$ cat src/rtl/regfile_wb_sched.sv
// regfile_wb_sched: round-robin write-back arbiter with a per-register busy scoreboard
module regfile_wb_sched #(
  parameter int NREQ = 3,
  parameter int DW   = 32
) (
  input  logic                 clk_i,
  input  logic                 rst_ni,
  input  logic                 issue_valid_i,
  input  logic [5:0]           issue_rs1_i,
  input  logic [5:0]           issue_rs2_i,
  input  logic [6:0]           issue_rd_i,
  output logic                 issue_ready_o,
  input  logic [NREQ-1:0]      req_valid_i,
  input  logic [NREQ*6-1:0]    req_rd_i,
  input  logic [NREQ*DW-1:0]   req_data_i,
  output logic [NREQ-1:0]      req_ready_o,
  output logic [6:0]           wb_rd_o,
  output logic [DW-1:0]        rddata_o,
  output logic [63:0]          busy_o
);
  localparam int PW = $clog2(NREQ);
  logic [PW-1:0] rr_ptr_q, rr_ptr_d, g, idx;
  logic [NREQ-1:0] gnt;
  logic found, haz, fire;
  logic [63:0] busy_q, busy_d;
  logic [6:0] wb_rd_q, wb_rd_d;
  logic [DW-1:0] rddata_q, rddata_d;
  // zero registers are never set busy, so their source checks come out clear
  assign haz = busy_q[issue_rs1_i] | busy_q[issue_rs2_i] | (issue_rd_i[6] & busy_q[issue_rd_i[5:0]]);
  assign fire = issue_valid_i & ~haz;
  always_comb begin
    gnt = '0;
    found = 1'b0;
    g = '0;
    idx = '0;
    for (int k = 0; k < NREQ; k++) begin
      idx = PW'((int'(rr_ptr_q) + k) % NREQ);
      if (!found && req_valid_i[idx]) begin
        found = 1'b1;
        gnt[idx] = 1'b1;
        g = idx;
      end
    end
    rr_ptr_d = found ? (g == PW'(NREQ - 1) ? '0 : g + 1'b1) : rr_ptr_q;
    wb_rd_d = {found, found ? req_rd_i[g*6 +: 6] : wb_rd_q[5:0]};
    rddata_d = found ? req_data_i[g*DW +: DW] : rddata_q;
  end
  // the clear lands on the same edge the register file captures the write
  always_comb begin
    busy_d = busy_q;
    if (wb_rd_q[6]) busy_d[wb_rd_q[5:0]] = 1'b0;
    if (fire && issue_rd_i[6] && issue_rd_i[4:0] != 5'd0) busy_d[issue_rd_i[5:0]] = 1'b1;
  end
  always_ff @(posedge clk_i or negedge rst_ni) begin
    if (!rst_ni) begin
      rr_ptr_q <= '0;
      busy_q <= '0;
      wb_rd_q <= '0;
      rddata_q <= '0;
    end else begin
      rr_ptr_q <= rr_ptr_d;
      busy_q <= busy_d;
      wb_rd_q <= wb_rd_d;
      rddata_q <= rddata_d;
    end
  end
  assign issue_ready_o = ~haz;
  assign req_ready_o = gnt;
  assign wb_rd_o = wb_rd_q;
  assign rddata_o = rddata_q;
  assign busy_o = busy_q;
endmodule

$ cat config.mk
export PLATFORM = sky130hd
export DESIGN_NAME = regfile_wb_sched
export DESIGN_NICKNAME = d
export VERILOG_FILES = /design/src/rtl/regfile_wb_sched.sv
export SDC_FILE = /design/constraint.sdc
export NUM_CORES = 1
export LEC_CHECK = 0
export ABC_AREA = 1
export CORE_UTILIZATION = 44
export CTS_BUF_LIST = sky130_fd_sc_hd__clkbuf_4
export CTS_CLUSTER_DIAMETER = 120
export DETAILED_ROUTE_END_ITERATION = 12
export GPL_TIMING_DRIVEN = 0
export PLACE_DENSITY = 0.84
export SYNTH_ARGS = -nofsm -noshare
export SYNTH_HDL_FRONTEND = slang
export SYNTH_SLANG_ARGS = --single-unit
$ cat constraint.sdc
create_clock -name clk_i -period 2.05 [get_ports clk_i]
set_input_delay 0.3075 -clock clk_i [delete_from_list [all_inputs] [get_ports clk_i]]
set_output_delay 0.3075 -clock clk_i [all_outputs]
set_load 0.01 [all_outputs]
# ---- Word-level counts from Yosys, hierarchy flattened
# Index checks and enable logic that the tools add are counted.
dict set report totals {
  ff_bits 105
  inputBits 139
  word_cells 83
}
dict set report op_classes {
  add_sub_neg 3
  n_mul 1
  div_mod_pow 3
  magnitude_cmp 12
  n_eq_ne 1
  shift 2
  n_mux 34
  bitwise_logic 10
  reduce_logical 12
}
# cell n
set op_table {}
lappend op_table {{$mux 64} 2}
lappend op_table {{$shiftx 96x8->32} 1}
lappend op_table {{$and 64x64->64} 1}
lappend op_table {{$mod 32x3->32 const B} 2}
lappend op_table {{$not 64->64} 1}
lappend op_table {{$or 64x64->64} 1}
lappend op_table {{$mod 3x3->32 const B} 1}
lappend op_table {{$lt 6x7->1 const B} 4}
lappend op_table {{$bmux 1 s6} 3}
lappend op_table {{$shiftx 18x6->6} 1}
lappend op_table {{$mux 1} 14}
lappend op_table {{$demux 1 s6} 2}
lappend op_table {{$ge 6x1->1 const B} 2}
lappend op_table {{$logic_and 1x1->1} 9}
lappend op_table {{$lt 2x3->1 const B} 3}
lappend op_table {{$mux 3} 3}
lappend op_table {{$mux 2} 4}
lappend op_table {{$bmux 1 s2} 3}
lappend op_table {{$demux 1 s2} 3}
lappend op_table {{$ge 2x1->1 const B} 3}
lappend op_table {{$or 3x3->3} 2}
lappend op_table {{$reduce_bool 5->1} 1}
lappend op_table {{$mul 2x2->4 const B} 1}
lappend op_table {{$add 2x1->3 const B} 1}
lappend op_table {{7 further kinds} 10}

# ---- Longest topological paths before layout
dict set report depth {
  word_depth 12
  mapped_depth 16
  depth_no_buf 15
}

# ---- Worst setup path before layout
# No wires, ideal clock.
dict set report synth_path {
  path_kind {reg-to-output}
  from {reg rr_ptr_q[0]}
  to {out req_ready_o[2]}
  arrival_time_ps 1978
  setup_slack_ps -236
  stages_incl_launch_ff 13
  path_buffers 2
  cell_sequence {dfrtp_1 -> inv_1 -> ha_1 -> or2_1 -> o21ai_0 -> nand2_1 -> o21ai_1 -> nand2_1 -> nor2_2 -> nand2_1 -> buf_2 -> buf_2 -> o221ai_1}
}
dict set report synth_via {
  elab_chain_len 10
}
# item line_no
set synth_rtl {}
lappend synth_rtl {{from (decl)} 22} ;# logic [PW-1:0] rr_ptr_q, rr_ptr_d, g, idx;
lappend synth_rtl {{from (signal assigned)} 61} ;# rr_ptr_q <= rr_ptr_d;
lappend synth_rtl {{$add 2x1->3 or $mod 3x3->32 (tied branches)} 37} ;# idx = PW'((int'(rr_ptr_q) + k) % NREQ);
lappend synth_rtl {{$mod 32x3->32, or another cell as far along} 37}
lappend synth_rtl {{$lt 2x3->1 (not written as such), or another cell as far along} 40} ;# gnt[idx] = 1'b1;
lappend synth_rtl {{$logic_and 1x1->1 (not written as such), or another cell as far along} 40}
lappend synth_rtl {{$mux 1 (not written as such), or another cell as far along} 40}
lappend synth_rtl {{$demux 1 s2, or another cell as far along} 40}
lappend synth_rtl {{$or 3x3->3 (no line) or $mux 1 (tied branches)} -}
lappend synth_rtl {{$mux 3 or $logic_not 1->1 (tied branches)} 38} ;# if (!found && req_valid_i[idx]) begin
lappend synth_rtl {{$or 3x3->3 (no line) or $logic_and 1x1->1 (tied branches)} -}
lappend synth_rtl {{$mux 3 (*)} 38}
lappend synth_rtl {{to (decl)} 16} ;# output logic [NREQ-1:0] req_ready_o,
# Every way passes the cells marked *; elsewhere a longest branch is shown, timed or not. The select of a mux whose other input is x is not followed.

# ---- Final worst setup path
dict set report layout_path {
  from {reg rr_ptr_q[1]}
  to {out req_ready_o[2]}
}
# Same word-level chain as after synthesis.

==> results.yml <==
clocking:
  numCtsBuffers: 9
  cts_tree: "done"
  clkSlewWorstSetupHoldPaths_ps: 160
  cts_max_level: 3
  root_buffer: "clkbuf_4"
  clkLatencyLatePin_ps: 470
  clockBufferDepth: 2
  clock_sinks: 105
detailed_routing:
  routed_wirelength_mm: 35.12
  drt-initial-drc-count: 962
  drc: 0
  vias: 10480
  firstDrtPassIters: 6
  avgViaCountPerCell: 5.805
  routedWlPerCell_um: 19.45
  ant_nets: 0
synthesis:
  synthArstFlopShare_pct: 100.0
  synth-edff-count: 0
  postSynthNetCount: 1416
  yosysWarnings: 0
  avgSynthCellArea_um2: 6.150
  yosys-top-cells-area: "dfrtp_1 34%, nand2_1 26%, nand3_1 11%"
  synth_cell_types: 31
  synth.cell_area_mm2: 0.007829
  ys_seq_area_share_pct: 33.56
  synth_top_area_cell: "dfrtp_1"
  yosysTopAreaCellShare_pct: 33.56
  ys.flop_type: "dfrtp_1"
  ys_ff_latch: 105
  syn_inst: 1273
critical_path:
  startpoint_type: "register"
  crit_chain: "ha_4, or2_1, o21ai_1, nand2_1, o21ai_2, nand2_1, nor2_2, nand2_2, buf_6, buf_8, o221ai_4, buf_6"
  r2r-start: "rr_ptr_q[1]"
  startpoint: "rr_ptr_q[1]"
  max_stage_delay_ps: 490
  worst-path-max-fanout: 5
  crit_slowest_cell: "dfrtp_2"
  cp.required_ps: 1740
  end_kind: "output pin"
  r2r_setup_slack_ps: -520
  critPathKind: "register to output pin"
  cp.arrival_ps: 2450
timing:
  clock.fmax_mhz: 363.2
  max-slew-margin-rel_pct: 37.04
  fin_skew_ps: 14.64
  period_share_pct: 134.3
  holdWs_ps: 378.9
  hold_viol_final: 0
  tightest_slew_ps: 944.4
  final-setup-viol-count: 46
  grt_setup_unrepaired: "true"
  setup_ws_ps: -703.6
  final_max_slew_viol_count: 0
  min_period_ps: 2754
floorplan:
  core_mm2: 0.01736
  initial_utilization_pct: 45.11
  die_h_um: 135.4
  die_x_um: 135.4
  die_area_mm2: 0.01833
  rows: 48
  io_pins: 246
placed_design:
  io_buffers: 239
  dp_hpwl_mm: 25.25
  gp_congestion: 0.9906
power:
  p_total_mw: 19.44
  leakagePower_nw: 5.350
  power.density_mw_per_mm2: 1664
  ir_drop_v: 0.001041
layout:
  final_cell_mix: "530 x nand2_1, 231 x clkdlybuf4s50_1, 167 x nand3_1"
  syn_to_final_growth_pct: 49.18
  layout_commonest_cell: "nand2_1"
  final_util_pct: 67.29
  nets: 1718
  drive_gt1_share_pct: 13.62
worst_hold_path:
  worstHoldStart: "req_data_i[42]"
  hold_path_class: "primary input to register"
grt:
  antenna_found_initial: 3
  grt_pass1_vias: 9658
  grt_pass1_wl_mm: 52.51
  grt_max_degree: 70
  grt.overflow.total: 0
  grt.total_usage_pct: 37.92
flow_run:
  maxCapViolCount: 0
outcome:
  violations: "negative setup slack"
  status: "finished with violations"
per-layer routing:
layer / vias to the layer above / GRT usage (%) / share of wire [%]
li1: 4751 / - / -
met3: 166 / 8.979 / 12
met4: 0 / 23.35 / 6.5
met1: 4765 / 45.02 / 35
met5: - / 0 / 0
met2: 802 / 61.99 / 46
metrics by stage:
| stage | std cells | area, um2 | TNS [ps] | setup slack, ps |
|---|---|---|---|---|
| 2_1_floorplan | 1273 | 7910 | -32.31 | -32.31 |
| 6_report | 1806 | 11680 | -18930 | -703.6 |
| 5_1_grt | 1806 | 11680 | -24800 | -793.1 |
| 3_3_place_gp | 1737 | 10580 | -427930 | -3439 |
| 4_1_cts | 1790 | 11350 | -17980 | -658.6 |
| 3_5_place_dp | 1738 | 10600 | -69390 | -1323 |
cells by family after synthesis:
family | share of synthesized area (%)
adder cells (fa/ha/maj) | 0.6393
AND/OR/NAND/NOR | 49.19
buffers and inverters | 8.646
AO/OA/AOI/OAI | 7.959
flip-flops | 33.56
registers in the layout (all words and copies together) (netlist names):
| signal | count |
|---|---|
| busy_o | 64 |
| rddata_o | 32 |
| rr_ptr_q | 2 |
| wb_rd_o | 7 |
power breakdown:
group          internal [mW]  leakage, nW  switching (mW)
combinational           6.47         4.07            6.68
clock                  0.616       0.0900           0.699
sequential              3.27         1.19            1.70
total                   10.4         5.35            9.08
path summary, 6_finish.rpt:
path                       cells past startpoint             end
setup / recovery                              12  req_ready_o[2]
setup reg to reg                              16    rddata_o[29]
hold reg to reg                                2    rddata_o[10]
hold / removal                                 3    rddata_o[10]
max in group asynchronous                      3      busy_o[19]
min in group asynchronous                      2       busy_o[4]
repair_timing:
action | CTS | global route
endpoints found under the setup margin | 105 | 104
hold buffers | 1 | 0
cloned | 5 | 1
resized for setup | 117 | 78
hold endpoints to repair | 68 | 0
pin swaps | 31 | 20
setup buffers | 33 | 14
area by class of cell:
class / count / area, um2
diodes: 3 / 7.507
plain buffers: 72 / 575.6
clock buffers: 10 / 75.07
clock inverters: 4 / 93.84
fillers: 1475 / 5678
inverters: 80 / 315.3
multi-input cells: 1015 / 4722
flip-flops and latches: 105 / 2683
well taps: 225 / 281.5
repair buffers: 292 / 2925
worst max-delay path, delay by kind of cell, from the launching register on:
kind	cells	cell delay, ps
AO/OA/AOI/OAI	3	190
adder cells (fa/ha/maj)	1	280
AND/OR/NAND/NOR	5	620
flip-flops	1	490
buffers and inverters	3	370
cells in the mapped netlist, types with 2 or more instances:
cell type	instances
nand2_1	541
or2_0	5
or2_1	6
o221ai_1	3
nor2_4	2
inv_2	4
buf_1	10
nor2_1	81
nor3_2	2
buf_4	12
a21oi_1	16
o211ai_1	6
clkbuf_1	20
ha_1	4
nand3_1	174
nor3_1	18
dfrtp_1	105
inv_1	75
o21bai_1	8
o21ai_0	77
nand3b_1	2
nand4_1	63
buf_6	3
nor2_2	2
buf_2	28
Power figures use the tool's default switching activity.
==> patch 1 (same flow settings) <==
Take the reset off `rddata_q` and load it in a clocked block of its own.
--- a/src/rtl/regfile_wb_sched.sv
+++ b/src/rtl/regfile_wb_sched.sv
@@ -58,3 +58,2 @@
       wb_rd_q <= '0;
-      rddata_q <= '0;
     end else begin
@@ -63,4 +62,7 @@
       wb_rd_q <= wb_rd_d;
-      rddata_q <= rddata_d;
     end
+  end
+
+  always_ff @(posedge clk_i) begin
+    rddata_q <= rddata_d;
   end
Check against the original RTL: not equivalent (a bounded check fails within 4 cycles, from zero or initial values and one cycle with rst_ni low).
==> patch 1 against the unedited design <==
  * Critical endpoint is now req_ready_o[1]
  * Global-route usage increased by 1.4 points
  * Highest routed layer unchanged
  * Total power increased by 13%
  * The run still ends with setup timing left
  * Critical path type unchanged
  * Wire length up 7.8%
  * Worst hold slack worse by 220 ps
  * Design area rose by 4.4%
  * Maximum frequency up 4.1%
  * Synthesized cell count decreased by 4.8%
  * Setup slack better by 110 ps
  * Count of clock-buffer cells in the layout shrank 1
  * Synthesized area rose by 0.38%
  * Clock power down 17%
  * Largest power group unchanged
  * Largest cell class unchanged
  * Sequential cell count is the same
  * Sequential share of layout area increased by 0.25 points
==> patch 1: results (changes against the unedited design) <==
Yosys
  – Synth cell count leaders: nand2_1, nand3_1, inv_1
  – Largest cells by area after synthesis: nand2_1, dfrtp_1, edfxtp_1, nand3_1, nand4_1
  – Net count after synthesis: 1355 (-4.3%)
  – Post-synth EDFFs: 32 (+32)
  – Async set-reset flop share out of synthesis: 69.52% (-30 points)
  – Seq/Total Area, Yosys: 35.47% (+1.9 points)
  – Yosys cell types: 33 (+6.5%)

STA
  – Final-report setup violation count: 139 (+200%)
  – Final setup margin: -596.0 ps (+107.6 ps)
  – Relative slew slack: 58.45% (+21 points)
  – Final worst clock skew: 20.66 ps (+6.012 ps)
  – Setup TNS: -31540 ps (-12610 ps)

Finish
  – Share of cells above drive strength 1: 19.18% (+5.6 points)
  – Final #Nets: 1676 (-2.4%)

Worst setup path
  – Crit path max fanout: 4 (-1)
  – Worst Path Arrival: 2340 ps (-110 ps)

Pwr
  – Leak: 5.528 nW (+3.3%)
  – Worst VDD drop: 0.001466 V (+41%)

Placed design
  – HPWL after DPL: 24410 um (-3.3%)
  – Worst slack at placement: -1134 ps (+188.9 ps)
  – GPL Wtd Cong: 1.067 (+7.7%)
  – Area after DPL: 0.01058 mm2 (-0.21%)
  – Port buffer count: 239 (unchanged)

Global route
  – Initial antenna violation count: 1 (-2)
  – Vias in the first global route: 9477 (-1.9%)
  – Largest net degree at the start of global routing: 68 (-2.9%)
  – First-pass GRT wire length: 53780 um (+2.4%)
  – Overall routing resource usage: 39.35% (+1.4 points)

Routing
  – Routed WL per cell: 21.46 um (+10%)
  – Initial DRC count: 1126 (+17%)
  – Via/cell ratio: 5.897 (+1.6%)

Min path
  – Hold WC Path Type: in2async

CTS
  – CTS clock-pin slew for the worst setup and hold paths: 200 ps (+40 ps)
  – Worst skew pair latency: 500 ps (+30 ps)

Status
  – Status: finished, violations left
  – Failing checks: setup timing
[patch 1: changes by cell type after synthesis, sizes merged, moves of 10 or more]
cell / delta
nand2: -39
o211ai: +27
dfrtp: -32
inv: +20
edfxtp: +32
clkbuf: -10
nand3: -42
nor2: -10
[patch 1: area by class of cell]
type / count / area, um2
clock inverter: 7 / 52.55
antenna: 2 / 5.005
inverter: 99 / 386.6
clock buffer: 9 / 67.56
timing repair buffer: 311 / 3329
fill: 1358 / 5162
sequential: 105 / 2831
buffer: 67 / 551.8
multi-input combinational: 940 / 4688
tap: 225 / 281.5
[patch 1: timing repair]
item                                   4_1_cts  5_1_grt
endpoints found under the hold margin       73        0
hold buffers                                 1        0
setup endpoints to repair                  137      137
resized for setup                          163       91
pin swaps                                   44       64
gates cloned                                 8        9
buffers inserted                            35       23
[patch 1: critical path: stages, from the launching register on]
cell and delay (ps):
dfrtp_1 440, inv_2 70, ha_4 290, or2_1 100
o21ai_1 70, nand2_1 80, o21ai_2 60, buf_4 140
nor2_4 170, nand2_2 100, o211ai_1 120, buf_2 180
[patch 1: kinds of logic (layout without fill, tap and decap cells)]
group	after synthesis	count (layout)	synth area share, %
flip-flops	105	105	35.47
adder cells (fa/ha/maj)	4	4	0.6369
buffers and inverters	168	493	9.505
AO/OA/AOI/OAI	128	128	10.03
AND/OR/NAND/NOR	807	808	44.36
other	0	2	0
[patch 1: path summary, 6_finish.rpt]
kind | from | end | slack, ps | depth (start not counted)
max in group asynchronous | rst_ni | busy_o[23]$_DFF_PN0_ | 1290 | 3
worst min-delay path | rst_ni | busy_o[14]$_DFF_PN0_ | 160 | 2
worst max register to register | rr_ptr_q[0]$_DFFE_PN0P_ | rddata_o[11]$_DFFE_PP_ | -560 | 14
min in group clk_i | req_rd_i[8] | wb_rd_o[2]$_DFFE_PN0P_ | 400 | 3
worst min register to register | busy_o[32]$_DFF_PN0_ | busy_o[32]$_DFF_PN0_ | 610 | 2
worst max-delay path | rr_ptr_q[0]$_DFFE_PN0P_ | req_ready_o[1] | -600 | 11
[patch 1: power by group]
group          internal (mW)  switching (mW)
registers               3.71            1.71
clock network          0.264           0.822
logic                   7.54            7.88
total                   11.5            10.4
[patch 1: through the flow]
| stage | power [mW] | cells |
|---|---|---|
| after floorplan | 10.56 | 1212 |
| after global placement | 15.30 | 1676 |
| after detailed placement | 15.49 | 1677 |
| after CTS | 20.12 | 1737 |
| after global routing | 22.89 | 1765 |
| final | 21.92 | 1765 |
[patch 1: metal layers]
layer	wire (um)	share of wire, %	global-route usage [%]	vias to the layer above
met4	2695	7.1	25.22	0
met5	0	0	0	-
li1	-	-	-	4640
met3	4583	12	9.166	209
met1	12860	34	46.59	4690
met2	17750	47	64.00	870
==> patch 2 (config.mk and constraints unchanged) <==
Without the edit above. Change the parameter `DW` from 32 to 24.
--- a/src/rtl/regfile_wb_sched.sv
+++ b/src/rtl/regfile_wb_sched.sv
@@ -3,3 +3,3 @@
   parameter int NREQ = 3,
-  parameter int DW   = 32
+  parameter int DW   = 24
 ) (
Ports: changed (resized rddata_o and req_data_i); port bits go from 246 to 214. The function was not compared with the original's and may differ.
==> patch 2 against the unedited design <==
  * The run still ends with setup timing left
  * Clock skew is 3.3 ps higher
  * Critical path depth is 1 lower
  * Total power shrank 19%
  * Global-route usage fell by 2.0 points
  * Clock power shrank 19%
  * Synthesized area decreased by 5.9%
  * Setup slack improved by 110 ps
  * Design area decreased by 9.9%
  * Sequential share of layout area grew 0.57 points
  * Count of clock-buffer cells in the layout increased by 2
  * Sequential cell count down 8
  * Critical path type unchanged
  * Wire length shrank 8.9%
  * Final cell count shrank 8.0%
==> patch 2: results (changes against the unedited design) <==
Placed design
  – GPL Wtd Cong: 1.021 (+3.1%)
  – HPWL after DPL: 22990 um (-9.0%)

Worst setup path
  – Reg-to-reg slack, setup: -450 ps (+70 ps)
  – Worst Path Arrival: 2340 ps (-110 ps)
  – Reg-to-reg endpoint: wb_rd_o[4]$_DFFE_PN0P_
  – R2R cell count: 15 (-1)
  – Crit path max fanout: 4 (-1)

Finish
  – Share of cells above drive strength 1: 14.60% (+0.98 points)
  – Nonclk inv count: 74 (-7.5%)
  – Count of clock buffers in the final design: 12 (+2)
  – Repair and plain buffers: 319 (-12%)
  – Buffer share of cell area: 28.14% (-1.8 points)
  – Final #Nets: 1560 (-9.2%)
  – Number of multi-input logic gates: 940 (-7.4%)
  – Fill cell count: 1434 (-2.8%)
  – Diodes inserted: 1 (-2)

Routing
  – Met2 routed WL: 14430 um (-11%)
  – Initial DRC count: 1314 (+37%)
  – M1 wire length: 11100 um (-11%)
  – Met3 routed WL: 4364 um (+5.2%)
  – Via/cell ratio: 5.957 (+2.6%)
  – Routed WL per cell: 19.26 um (-0.99%)

Global route
  – Vias in the first global route: 9034 (-6.5%)
  – First-pass GRT wire length: 48580 um (-7.5%)
  – Overall routing resource usage: 35.93% (-2.0 points)
  – M3 GR Usage: 8.912% (-0.067 points)
  – Met2 Use GR: 58.79% (-3.2 points)

Yosys
  – Yosys cell types: 30 (-3.2%)
  – Synth cell count leaders: nand2_1, nand3_1, dfrtp_1
  – Net count after synthesis: 1299 (-8.3%)

STA
  – Final-report setup violation count: 36 (-22%)
  – Relative slew slack: 56.46% (+19 points)
  – Hold Slack: 302.7 ps (-76.21 ps)
  – Final setup margin: -595.7 ps (+107.9 ps)
  – Final worst clock skew: 17.94 ps (+3.291 ps)

CTS
  – Clock sink count: 97 (-7.6%)

Pwr
  – Worst VDD drop: 0.0008932 V (-14%)
  – Leak: 4.807 nW (-10%)

Status
  – Status: finished, violations left
  – Failing checks: setup timing

Min path
  – Hold WC Path Type: in2async
[patch 2: cell types whose count changed in the layout (fill, tap and decap cells not counted), sizes merged, moves of 4 or more]
cell	unedited run	this run
o211ai	6	21
dfrtp	105	97
o21ai	78	74
inv	79	74
clkbuf	36	25
or2	11	1
nor2	85	75
clkdlybuf4s50	231	199
nand2	542	499
o21bai	8	0
nand3	175	159
[patch 2: cell families (layout without fill, tap and decap cells)]
logic type / count (synthesis) / in the layout / share of synthesized area [%]
fa+ha+maj: 4 / 4 / 0.6791
simple gates: 818 / 818 / 47.45
compound gates: 118 / 118 / 9.117
flops: 97 / 97 / 32.94
other cells: 0 / 1 / 0
buf+inv: 143 / 408 / 9.813
[patch 2: per-stage QoR]
step | power [mW] | instances | setup TNS [ps] | instance area, um2
global placement | 12.74 | 1603 | -332160 | 9726
detailed placement | 12.94 | 1604 | -39570 | 9751
finish | 15.79 | 1662 | -12880 | 10520
CTS | 14.52 | 1644 | -10620 | 10170
global route | 16.64 | 1662 | -16160 | 10520
floorplan | 8.584 | 1180 | 0 | 7383
[patch 2: repair_timing]
action	CTS	global route
hold buffers	1	0
setup endpoints to repair	39	96
endpoints found under the hold margin	28	0
buffers inserted	24	18
gates cloned	0	1
gates resized for setup	80	61
pin swaps	19	16
[patch 2: worst max-delay path: stages (launching register included)]
cell      delay (ps)
dfrtp_1          480
ha_4             290
or2_1            200
o21ai_1           70
nand2_1          100
o21ai_2           90
nand2_2          100
nor2_4           130
buf_6            130
nand2_1           50
o221ai_1          60
buf_2            170
[patch 2: power by group]
part / internal (mW) / total [mW] / switching [mW]
Sequential: 2.98 / 4.68 / 1.71
Clock: 0.406 / 1.06 / 0.656
Combinational: 4.69 / 10.0 / 5.35
Total: 8.07 / 15.8 / 7.71
